**src/rtl/ssd_scan_ctrl.sv**
```systemverilog
// Four-digit common-anode seven-segment scan controller with per-slot dead-time
// blanking and frame-synchronous data updates (load -> pending -> shadow).
module ssd_scan_ctrl #(
    parameter int DIGIT_CYC = 100000,
    parameter int BLANK_CYC = 1000
) (
    input  logic        clk,
    input  logic        rst,
    input  logic [15:0] value,
    input  logic [3:0]  digit_en,
    input  logic [3:0]  dp_in,
    input  logic        load,
    output logic [3:0]  an,
    output logic [6:0]  seg,
    output logic        dp,
    output logic        busy,
    output logic        frame_tick
);

    localparam int CW = (DIGIT_CYC > 1) ? $clog2(DIGIT_CYC) : 1;
    localparam logic [CW-1:0] CNT_LAST  = CW'(DIGIT_CYC - 1);
    localparam logic [CW-1:0] CNT_BLANK = CW'(BLANK_CYC);

    typedef enum logic {
        S_BLANK,
        S_DRIVE
    } state_t;

    state_t        state_q, state_d;
    logic [CW-1:0] cnt_q, cnt_d;
    logic [1:0]    idx_q, idx_d;
    logic          frame_end;

    logic [15:0]   pend_value, shad_value;
    logic [3:0]    pend_en, shad_en;
    logic [3:0]    pend_dp, shad_dp;

    logic [3:0]    an_d;
    logic [6:0]    seg_d;
    logic          dp_d;
    logic          tick_d;

    // Active-low gfedcba pattern for one hex nibble.
    function automatic logic [6:0] decode(input logic [3:0] nib);
        case (nib)
            4'h0: decode = 7'b1000000;
            4'h1: decode = 7'b1111001;
            4'h2: decode = 7'b0100100;
            4'h3: decode = 7'b0110000;
            4'h4: decode = 7'b0011001;
            4'h5: decode = 7'b0010010;
            4'h6: decode = 7'b0000010;
            4'h7: decode = 7'b1111000;
            4'h8: decode = 7'b0000000;
            4'h9: decode = 7'b0010000;
            4'hA: decode = 7'b0001000;
            4'hB: decode = 7'b0000011;
            4'hC: decode = 7'b1000110;
            4'hD: decode = 7'b0100001;
            4'hE: decode = 7'b0000110;
            default: decode = 7'b0001110;
        endcase
    endfunction

    // Outputs are registered from the next-cycle state so the pins line up with
    // the current cycle without an extra pipeline stage.
    always_comb begin
        // NOTE: every signal gets a default first so no path can infer a latch.
        cnt_d   = cnt_q + 1'b1;
        idx_d   = idx_q;
        state_d = state_q;
        an_d    = 4'b1111;
        seg_d   = 7'b1111111;
        dp_d    = 1'b1;

        frame_end = (cnt_q == CNT_LAST) && (idx_q == 2'd3);
        if (cnt_q == CNT_LAST) begin
            cnt_d = '0;
            idx_d = idx_q + 2'd1;
        end

        case (state_q)
            S_BLANK: if (cnt_d == CNT_BLANK) state_d = S_DRIVE;
            S_DRIVE: if (cnt_q == CNT_LAST)  state_d = S_BLANK;
            default: state_d = S_BLANK;
        endcase

        tick_d = (cnt_d == CNT_LAST) && (idx_d == 2'd3);

        // A disabled digit stays fully dark, segments and point included.
        if (state_d == S_DRIVE && shad_en[idx_d]) begin
            an_d[idx_d] = 1'b0;
            seg_d       = decode(shad_value[{idx_d, 2'b00} +: 4]);
            dp_d        = ~shad_dp[idx_d];
        end
    end

    always_ff @(posedge clk) begin
        // NOTE: sequential state uses non-blocking assignments only, so every
        // register samples pre-edge values regardless of statement order.
        if (rst) begin
            state_q    <= S_BLANK;
            cnt_q      <= '0;
            idx_q      <= '0;
            an         <= 4'b1111;
            seg        <= 7'b1111111;
            dp         <= 1'b1;
            frame_tick <= 1'b0;
        end else begin
            state_q    <= state_d;
            cnt_q      <= cnt_d;
            idx_q      <= idx_d;
            an         <= an_d;
            seg        <= seg_d;
            dp         <= dp_d;
            frame_tick <= tick_d;
        end
    end

    // NOTE: the data registers are explicitly reset so the display is dark
    // until the first load, not showing power-up garbage.
    always_ff @(posedge clk) begin
        if (rst) begin
            pend_value <= '0;
            pend_en    <= '0;
            pend_dp    <= '0;
            shad_value <= '0;
            shad_en    <= '0;
            shad_dp    <= '0;
            busy       <= 1'b0;
        end else if (frame_end) begin
            // A load landing on the boundary goes straight through; pending
            // follows so the next boundary does not revert it.
            busy <= 1'b0;
            if (load) begin
                pend_value <= value;
                pend_en    <= digit_en;
                pend_dp    <= dp_in;
                shad_value <= value;
                shad_en    <= digit_en;
                shad_dp    <= dp_in;
            end else begin
                shad_value <= pend_value;
                shad_en    <= pend_en;
                shad_dp    <= pend_dp;
            end
        end else if (load) begin
            pend_value <= value;
            pend_en    <= digit_en;
            pend_dp    <= dp_in;
            busy       <= 1'b1;
        end
    end

endmodule
```
**config.mk**
```make
export PLATFORM = sky130hd
export DESIGN_NAME = ssd_scan_ctrl
export DESIGN_NICKNAME = d
export VERILOG_FILES = /design/src/rtl/ssd_scan_ctrl.sv
export SDC_FILE = /design/constraint.sdc
export NUM_CORES = 1
export LEC_CHECK = 0
export CAP_MARGIN = 20
export CORE_MARGIN = 2
export CORE_UTILIZATION = 50
export CTS_BUF_LIST = sky130_fd_sc_hd__clkbuf_8
export DETAILED_ROUTE_END_ITERATION = 6
export PLACE_DENSITY = 0.72
export SLEW_MARGIN = 10
export SYNTH_ARGS = -nofsm -noshare
export SYNTH_HDL_FRONTEND = slang
export SYNTH_SLANG_ARGS = --single-unit
export TNS_END_PERCENT = 30
```
**constraint.sdc**
```tcl
create_clock -name clk -period 3.44 [get_ports clk]
set_input_delay 0.516 -clock clk [delete_from_list [all_inputs] [get_ports clk]]
set_output_delay 0.516 -clock clk [all_outputs]
set_load 0.02 [all_outputs]
```
**After elaboration in Yosys (flattened, before gate mapping)**

Memories as Yosys holds them, arrays and structs flattened. A register that Yosys moved wholly into a read port is not among the register bits.
Index checks and enable logic that the tools add are counted.
Widths: inputs -> output; s select.

- Memories kept: 1
- Input port bits: 27
- Logic and storage cells: 48
- Flip-flop bits (word level): 75
- Bits in read-only memories: 112
- Output and inout port bits: 14

Memory list:

| name | depth | width | rd ports | clocked after Yosys merged registers in | write ports | RTL line | source |
|---|---|---|---|---|---|---|---|
| (name not given) | 16 | 7 | 1 | 1 | 0 | 45 | `case (nib)` |

- Equal/unequal tests: 5
- $lt $le $gt $ge: 2
- Bitwise operators: 4
- Multiplexer cells: 14
- $add $sub $neg: 2
- Shifts and indexed selects: 1
- Reduce and logical (&&, ||, !) cells: 6

Operator list:

| operator | number |
|---|---|
| $eq 17x17->1 const B | 2 |
| $add 17x1->17 const B | 1 |
| $eq 17x10->1 const B | 1 |
| $mux 17 | 1 |
| $mux 16 | 1 |
| $shiftx 16x5->4 | 1 |
| $mux 4 | 2 |
| $mux 1 | 5 |
| $bmux 1 s2 | 2 |
| $eq 2x2->1 const B | 2 |
| $logic_and 1x1->1 | 4 |
| $not 4->4 | 1 |
| $reduce_or 2->1 | 2 |
| $lt 2x3->1 const B | 1 |
| $not 1->1 | 3 |
| $add 2x1->2 const B | 1 |
| $demux 1 s2 | 1 |
| $ge 2x1->1 const B | 1 |
| $mux 2 | 1 |
| $pmux 1 s2 | 1 |

**Longest topological paths before layout**

Gate-level depths: netlist of run 1.

- Word-level depth: 8
- Gate-level depth with buffers: 13
- Mapped depth without buffers: 11

**Worst setup path before layout of run 1**

OpenSTA, ideal clock, no wires.

- Kind: reg-to-reg
- Start point: register cnt_q[0]
- End point: register seg[3]
- Setup time: 0.118 ns
- Arrival: 2.689 ns
- Period minus slack after synthesis: 2.807 ns
- Buffers on the path: 2
- Stages on the path, launching flop included: 12
- Setup slack: 0.633 ns
- Required time: 3.322 ns
- Path through: dfxtp_1 > ha_1 > nand4_2 > nor4_2 > buf_4 > buf_6 > mux2i_1 > nand4_1 > ha_1 > mux2_1 > mux2i_1 > nand2_1

- Word-level cells in the longest chain between the ends: 8
- Elaborated cells between the ends (all ways): 14
- Classes of those cells: add/sub: 1; eq/ne: 2; shift: 1; mux: 7; bitwise: 1; reduce/logical: 2

Ends and longest elaborated chain:

| element | RTL line | source |
|---|---|---|
| start, declared | 30 | `logic [CW-1:0] cnt_q, cnt_d;` |
| start signal, assigned | 111 | `cnt_q <= cnt_d;` |
| $add 17x1->17 or $eq 17x17->1 (tied branches) | 69, 77, 84 |  |
| $mux 17 | 77 | `if (cnt_q == CNT_LAST) begin` |
| $eq 17x10->1 | 83 | `S_BLANK: if (cnt_d == CNT_BLANK) state_d = S_DRIVE;` |
| $mux 1 | 83 |  |
| $pmux 1 s2 | 82 | `case (state_q)` |
| $logic_and 1x1->1 | 91 | `if (state_d == S_DRIVE && shad_en[idx_d]) begin` |
| $not 1->1 (no line) | n/a |  |
| $reduce_or 2->1 (no line) | n/a |  |
| end, declared | 14 | `output logic [6:0] seg,` |

Several ways; a longest one is shown, not always the timed one. The select of a mux whose other input is x is not followed.
A chain may end at the register's enable or synchronous reset.

**Worst setup path in the final report of run 1**

Ends and elaborated chain as after synthesis.

==> results of run 1 <==
## cell families after synthesis
| kind of cell | count (synthesis) |
|---|---|
| compound gates | 43 |
| xor+xnor | 18 |
| fa+ha+maj | 8 |
| buf+inv | 33 |
| flops | 82 |
| mux | 53 |
| simple gates | 159 |
## what timing repair did
action	4_1_cts	5_1_grt
gates resized for setup	0	1
setup buffers	0	0
setup endpoints to repair	0	1
## registers in the layout, summed over array words and instances, names as in the netlist, 4 cells and up
register	count
pend_value	16
an	4
pend_en	4
shad_value	16
seg	7
cnt_q	17
shad_en	4
shad_dp	4
pend_dp	4
## power groups by stage
| stage | sequential, µW | clock, µW | combinational (µW) |
|---|---|---|---|
| after floorplan | 997 | 0 | 57.4 |
| after global placement | 999 | 0 | 97.7 |
| after detailed placement | 1000 | 0 | 99.3 |
| after CTS | 978 | 829 | 100 |
| after global routing | 980 | 862 | 110 |
| final | 978 | 807 | 98.9 |
## synth_stat cells (all sizes together)
library cell	instances	area [µm²]
a22o	1	8.76
nor3	14	70.1
xnor2	12	105
and4	1	10.0
nor4	8	71.3
o2111ai	1	8.76
nand2b	4	25.0
and3b	1	10.0
and3	2	13.8
ha	8	100
inv	6	22.5
clkbuf	14	62.6
o311ai	1	8.76
or4	2	18.8
o211ai	1	7.51
a31o	1	8.76
dfxtp	82	1640
nand4	9	68.8
or4b	2	23.8
a22oi	3	22.5
nor2b	1	6.26
mux2i	48	480
a31oi	1	6.26
nand4bb	3	33.8
and2	3	18.8
buf	13	95.1
xor2	6	52.6
or2b	1	7.51
o22a	24	210
nand2	19	71.3
nand4b	1	8.76
nand3	11	55.1
o21a	1	7.51
and2b	1	7.51
mux2	3	33.8
a21oi	2	13.8
o31ai	1	7.51
o21ai	6	30.0
mux4	2	45.0
nor2	76	293
## layer usage
| metal | up-vias | GRT usage |
|---|---|---|
| li1 | 1468 | - |
| met1 | 1365 | 0.261 |
| met2 | 72 | 0.315 |
| met3 | 8 | 0.0456 |
| met4 | 0 | 0.0669 |
| met5 | - | 0 |
## critical path: cells and delay by family, from the launching register on
| family | cells | cell delay [ns] |
|---|---|---|
| DFF | 1 | 0.43 |
| buffers and inverters | 1 | 0.25 |
| and+or+nand+nor | 4 | 1.05 |
| muxes | 3 | 0.70 |
| adders and majority gates | 2 | 0.63 |
## per-stage QoR
stage,instance area [µm²],setup WS (ns)
final,4470,0.274
after global routing,4470,0.0381
after CTS,4470,0.246
after detailed placement,4240,0.262
after global placement,4240,0.446
after floorplan,3790,0.633
## area by class of cell
| cell class | count | area share |
|---|---|---|
| repair buffers | 49 | 0.105 |
| multi-input cells | 281 | 0.443 |
| flip-flops and latches | 82 | 0.367 |
| well taps | 99 | 0.0277 |
| clock buffers | 10 | 0.0308 |
| inverters | 6 | 0.00503 |
| clock inverters | 6 | 0.0215 |
## worst max path at each step
stage                                    from  cells after the start  slack [ns]           endpoint
after floorplan           cnt_q[0]$_SDFF_PP0_                     11        0.63  seg[3]$_SDFF_PP1_
after global placement    cnt_q[0]$_SDFF_PP0_                     10        0.45  seg[3]$_SDFF_PP1_
after detailed placement  cnt_q[0]$_SDFF_PP0_                     10        0.26  seg[3]$_SDFF_PP1_
after CTS                 cnt_q[0]$_SDFF_PP0_                     10        0.25  seg[3]$_SDFF_PP1_
after global routing      cnt_q[0]$_SDFF_PP0_                     10        0.04  seg[3]$_SDFF_PP1_
final                     cnt_q[0]$_SDFF_PP0_                     10        0.27  seg[3]$_SDFF_PP1_
==> flow_metrics.py, run 1 <==
metrics = {
    "status": {
        "status": "completed",
    },
    "floorplan": {
        "die_footprint_mm2": 0.00830,
        "core.rowCount": 31,
        "core_area_mm2": 0.00729,
        "count_of_pins_on_the_block_boundary": 41,
        "start_util": 0.520,
        "die_height_um": 91.1,
        "floorplan.die.width_um": 91.1,
    },
    "cts": {
        "tritoncts": "built",
        "clk_root_buffer_cell": "sky130_fd_sc_hd__clkbuf_8",
        "clock-sinks": 82,
        "htreeDepth": 3,
        "clock_transition_at_the_registers_of_the_reported_paths_ns": 0.08,
        "clock_path_buffers": 2,
        "numCtsBuffers": 9,
        "hold_buf_cts": 0,
        "worst_skew_pair.late_latency_ns": 0.36,
    },
    "critical_path": {
        "worst_r2r_startpoint": "cnt_q[0]$_SDFF_PP0_",
        "r2r_end": "seg[3]$_SDFF_PP1_",
        "r2r_setup_slack_ns": 0.27,
        "crit_path_start_kind": "flip-flop",
        "cpMaxStageDelayCell": "sky130_fd_sc_hd__dfxtp_1",
        "worst_ep_required_time_ns": 3.69,
        "cp-end-kind": "flip-flop",
        "critical_path_class": "reg -> reg",
        "critical-path-max-stage-delay_ns": 0.43,
        "endpoint_arrival_time_on_the_critical_path_ns": 3.41,
        "worst-path-max-fanout": 17,
        "timing.critical_path.cells": "ha_1 > nand4_2 > nor4_4 > buf_6 > mux2i_1 > nand4_1 > ha_1 > mux2_1 > mux2i_1 > nand2_1",
        "reg2reg_depth": 10,
    },
    "power": {
        "power.switching_uw": 422,
        "power.clock.fraction": 0.429,
        "power.static_leakage_uw": 0.00189,
        "sequential_share_of_power": 0.519,
        "max-vdd-ir-drop_mv": 0.337,
        "p_sw_frac": 0.224,
        "cell_internal_pwr_uw": 1460,
        "power.density_mw_per_mm2": 421,
        "combinationalPowerShare": 0.053,
        "design_power_total_uw": 1880,
    },
    "synth": {
        "post_synth_and_or_nand_nor_area_fraction": 0.214,
        "synthesis.instances": 396,
        "ys_warn_count": 0,
        "synth.area.mux_share": 0.147,
        "synth_fp_nets": 431,
        "yosys.area_share.adder": 0.0264,
        "syn_area_mm2": 0.00379,
        "postSynthAreaPerCell_um2": 9.58,
        "synth_top_family_by_area": "simple AND/OR/NAND/NOR gates",
        "synth_sequential_area_ratio": 0.433,
        "compound_gate_portion_of_the_synthesized_area": 0.0897,
        "yosys.cell_types.count": 53,
        "yosys_register_bits": 82,
        "post_synth_xor_area_fraction": 0.0416,
    },
    "sta": {
        "final.setup_skew_ns": 0.0160,
        "timing.fmax_mhz": 316,
        "min_period_ns": 3.17,
        "setup-violations-final": 0,
        "grt_setup_unrepaired": "no",
        "worst-slew-pin-transition_ns": 0.496,
        "final.setup.tns_ns": 0,
        "total_count_of_max_transition_violations_in_the_final_report": 0,
        "fin_crit_sh": 0.920,
        "max_slew_margin": 0.668,
        "hold_violations": 0,
        "hold_ws_ns": 0.480,
    },
    "drt": {
        "top_signal_layer_used": "met4",
        "num_vias": 2913,
        "avgViaCountPerCell": 5.47,
        "met3_wirelength_um": 355,
        "drt_pass1_iterations": 5,
        "routed_wl_um": 7560,
        "number_of_remaining_drc_errors": 0,
        "postRouteAntennaNets": 0,
        "met1Wirelength_um": 3660,
        "post_drt_wl_per_cell_um": 14.2,
        "drt_first_iter_violations": 173,
        "detailroute.wirelength.met2_um": 3450,
    },
    "final_layout": {
        "multiInputGateArea_mm2": 0.00198,
        "nFillCells": 669,
        "num-nets-final": 464,
        "stdcell_count": 533,
        "final_cell_mix": "sky130_fd_sc_hd__dfxtp_1, sky130_fd_sc_hd__nor2_1, sky130_fd_sc_hd__mux2i_1",
        "mostFrequentLayoutCell": "sky130_fd_sc_hd__dfxtp_1",
        "seqCellArea_mm2": 0.00164,
        "area_growth_pct": 17.9,
        "layout-drive-gt1-share": 0.0899,
        "final_core_utilization": 0.613,
        "ant_cells": 0,
    },
    "job": {
        "maxCapViolCount": 0,
    },
    "global_routing": {
        "initial_antenna_violation_count": 0,
        "grt_first_pass_wirelength_um": 13400,
        "grt_start_max_net_pins": 35,
        "grt.total_usage": 0.197,
        "vias_in_the_first_global_route": 2910,
        "gr-total-overflow": 0,
    },
    "placement": {
        "dp_cells": 517,
        "hpwlAfterDp_um": 5370,
        "gp_routability_congestion": 0.884,
        "port-buffer-count": 40,
    },
    "worst_hold_path": {
        "min_path_type": "reg -> reg",
        "min-delay-start": "busy$_SDFFE_PP0P_",
        "whs_path_depth": 1,
        "worst_hold_path.endpoint": "busy$_SDFFE_PP0P_",
    },
}
(Power assumes the default switching activity.)
==> run 2, diff against run 1 <==
--- a/config.mk
+++ b/config.mk
@@ -6,9 +6,9 @@
 export NUM_CORES = 1
 export LEC_CHECK = 0
 export CAP_MARGIN = 20
-export CORE_MARGIN = 2
+export CORE_MARGIN = 10
 export CORE_UTILIZATION = 50
-export CTS_BUF_LIST = sky130_fd_sc_hd__clkbuf_8
+export CTS_BUF_LIST = sky130_fd_sc_hd__clkbuf_4
 export DETAILED_ROUTE_END_ITERATION = 6
 export PLACE_DENSITY = 0.72
 export SLEW_MARGIN = 10
==> run 2 against run 1 <==
  * Utilization down 2.0 points
  * Final area shrank 2.7%
  * Combinational power about the same
  * Sequential cell count unchanged
  * Count of clock-buffer cells in the layout is the same
  * Total power shrank 16%
  * Clock skew grew 0.013 ns
  * Largest power group unchanged
==> flow_metrics.py, run 2 (synthesized netlist as in run 1, its figures left out) <==
metrics = {
    "drt": {
        "avgViaCountPerCell": 5.39,
        "postRouteAntennaNets": 0,
        "drt_first_iter_violations": 146,
        "number_of_remaining_drc_errors": 0,
        "drt_pass1_iterations": 4,
        "num_vias": 2866,
        "routed_wl_um": 7550,
        "post_drt_wl_per_cell_um": 14.2,
    },
    "final_layout": {
        "largest_register_ff_count": 17,
        "ant_cells": 0,
        "mostFrequentLayoutCell": "sky130_fd_sc_hd__dfxtp_1",
        "final_core_utilization": 0.594,
        "layout-drive-gt1-share": 0.0878,
        "layout.cell_area.non_filler_mm2": 0.00435,
        "nFillCells": 631,
        "final_cell_mix": "sky130_fd_sc_hd__dfxtp_1, sky130_fd_sc_hd__nor2_1, sky130_fd_sc_hd__mux2i_1",
        "area_growth_pct": 14.7,
        "max_flop_register": "cnt_q",
        "layout_top_registers": "cnt_q (17), pend_value (16), shad_value (16)",
        "num-nets-final": 463,
    },
    "cts": {
        "htreeDepth": 3,
        "clock_transition_at_the_registers_of_the_reported_paths_ns": 0.14,
        "worst_skew_pair.late_latency_ns": 0.45,
        "numCtsBuffers": 9,
        "postCtsResizedCells": 0,
        "clk_root_buffer_cell": "sky130_fd_sc_hd__clkbuf_4",
        "tritoncts": "built",
        "clock_path_buffers": 2,
        "clock-sinks": 82,
        "post_cts.repair.setup_buffers": 0,
        "hold_buf_cts": 0,
    },
    "global_routing": {
        "initial_antenna_violation_count": 0,
        "vias_in_the_first_global_route": 2759,
        "grt_start_max_net_pins": 35,
        "grt_first_pass_wirelength_um": 12700,
        "grt.total_usage": 0.134,
        "gr-total-overflow": 0,
    },
    "power": {
        "p_sw_frac": 0.252,
        "power.clock.fraction": 0.321,
        "power.switching_uw": 399,
        "power.density_mw_per_mm2": 364,
        "power.static_leakage_uw": 0.00182,
        "max-vdd-ir-drop_mv": 0.249,
        "cell_internal_pwr_uw": 1190,
        "sequential_share_of_power": 0.617,
        "combinationalPowerShare": 0.062,
    },
    "critical_path": {
        "critical_path_class": "reg -> reg",
        "worst-path-max-fanout": 17,
        "timing.critical_path.cells": "ha_1 > nand4_2 > nor4_4 > buf_4 > mux2i_1 > nand4_1 > ha_1 > mux2_1 > mux2i_1 > nand2_1",
        "cp-end-kind": "flip-flop",
        "crit_path_start_kind": "flip-flop",
        "worst_ep_required_time_ns": 3.76,
        "endpoint_arrival_time_on_the_critical_path_ns": 3.51,
        "cpMaxStageDelayCell": "sky130_fd_sc_hd__dfxtp_1",
        "critical-path-max-stage-delay_ns": 0.44,
    },
    "placement": {
        "port-buffer-count": 40,
        "gp_routability_congestion": 0.950,
        "dpl_worst_slack_ns": 0.302,
        "hpwlAfterDp_um": 5520,
        "placed_area_mm2": 0.00423,
    },
    "floorplan": {
        "start_util": 0.517,
        "count_of_pins_on_the_block_boundary": 41,
        "die_footprint_mm2": 0.0115,
        "core_area_mm2": 0.00733,
        "core.rowCount": 31,
        "floorplan.die.width_um": 107,
        "die_height_um": 107,
    },
    "sta": {
        "setup-violations-final": 0,
        "max_slew_margin": 0.623,
        "min_period_ns": 3.19,
        "grt_setup_unrepaired": "no",
        "fin_crit_sh": 0.928,
        "final.setup.tns_ns": 0,
        "final.setup_skew_ns": 0.0295,
        "final.setup.worst_slack_ns": 0.247,
        "hold_violations": 0,
        "total_count_of_max_transition_violations_in_the_final_report": 0,
        "timing.fmax_mhz": 313,
        "worst-slew-pin-transition_ns": 0.564,
    },
    "status": {
        "status": "completed",
    },
    "job": {
        "maxCapViolCount": 0,
    },
    "worst_hold_path": {
        "min_path_type": "reg -> reg",
    },
}
==> run 2: changes by cell type in the layout (fill, tap and decap cells not counted), sizes merged <==
| cell | delta |
|---|---|
| buf | -1 |
| clkinvlp | +2 |
| bufinv | -2 |
| inv | -1 |
| clkinv | +1 |
==> run 2: area by class of cell <==
| cell class | count | area [µm²] | share of cell area |
|---|---|---|---|
| Multi-Input combinational cell | 281 | 1980 | 0.455 |
| Timing Repair Buffer | 48 | 460 | 0.106 |
| Sequential cell | 82 | 1640 | 0.377 |
| Inverter | 6 | 22.5 | 0.00518 |
| Clock inverter | 6 | 48.8 | 0.0112 |
| Tap cell | 99 | 124 | 0.0285 |
| Clock buffer | 10 | 75.1 | 0.0173 |
==> run 2: path summary, 6_finish.rpt <==
check,from,to,slack [ns],cells after the start
worst max-delay path,cnt_q[0]$_SDFF_PP0_,seg[3]$_SDFF_PP1_,0.25,10
worst max register to register,cnt_q[0]$_SDFF_PP0_,seg[3]$_SDFF_PP1_,0.25,10
worst min register to register,busy$_SDFFE_PP0P_,busy$_SDFFE_PP0P_,0.49,1
worst min-delay path,busy$_SDFFE_PP0P_,busy$_SDFFE_PP0P_,0.49,1
==> run 2: power by group through the flow <==
stage	logic (µW)	clock network, µW	registers [µW]
2_1_floorplan	57.4	0	997
3_3_place_gp	97.7	0	999
3_5_place_dp	99.6	0	999
4_1_cts	100	526	979
5_1_grt	110	558	981
6_report	98.7	509	978
==> run 2: worst max-delay path, delay by kind of cell (launching register included) <==
family                     cells  cell delay (ns)
and+or+nand+nor                4             0.96
muxes                          3             0.71
buffers and inverters          1             0.32
DFF                            1             0.44
adders and majority gates      2             0.66
==> run 2: layer usage <==
metal  track usage  up-vias  share of wire
met5             0        -              0
met4        0.0474        0          0.015
met3        0.0539       10          0.063
met2         0.205       63           0.44
met1         0.167     1321           0.48
li1              -     1472              -
==> run 2: per-stage QoR <==
stage | power [µW] | hold WS, ns | std cells
5_1_grt | 1650 | 0.525 | 532
3_3_place_gp | 1100 | 0.456 | 516
6_report | 1590 | 0.491 | 532
3_5_place_dp | 1100 | 0.464 | 516
4_1_cts | 1600 | 0.505 | 532
2_1_floorplan | 1050 | 0.453 | 396
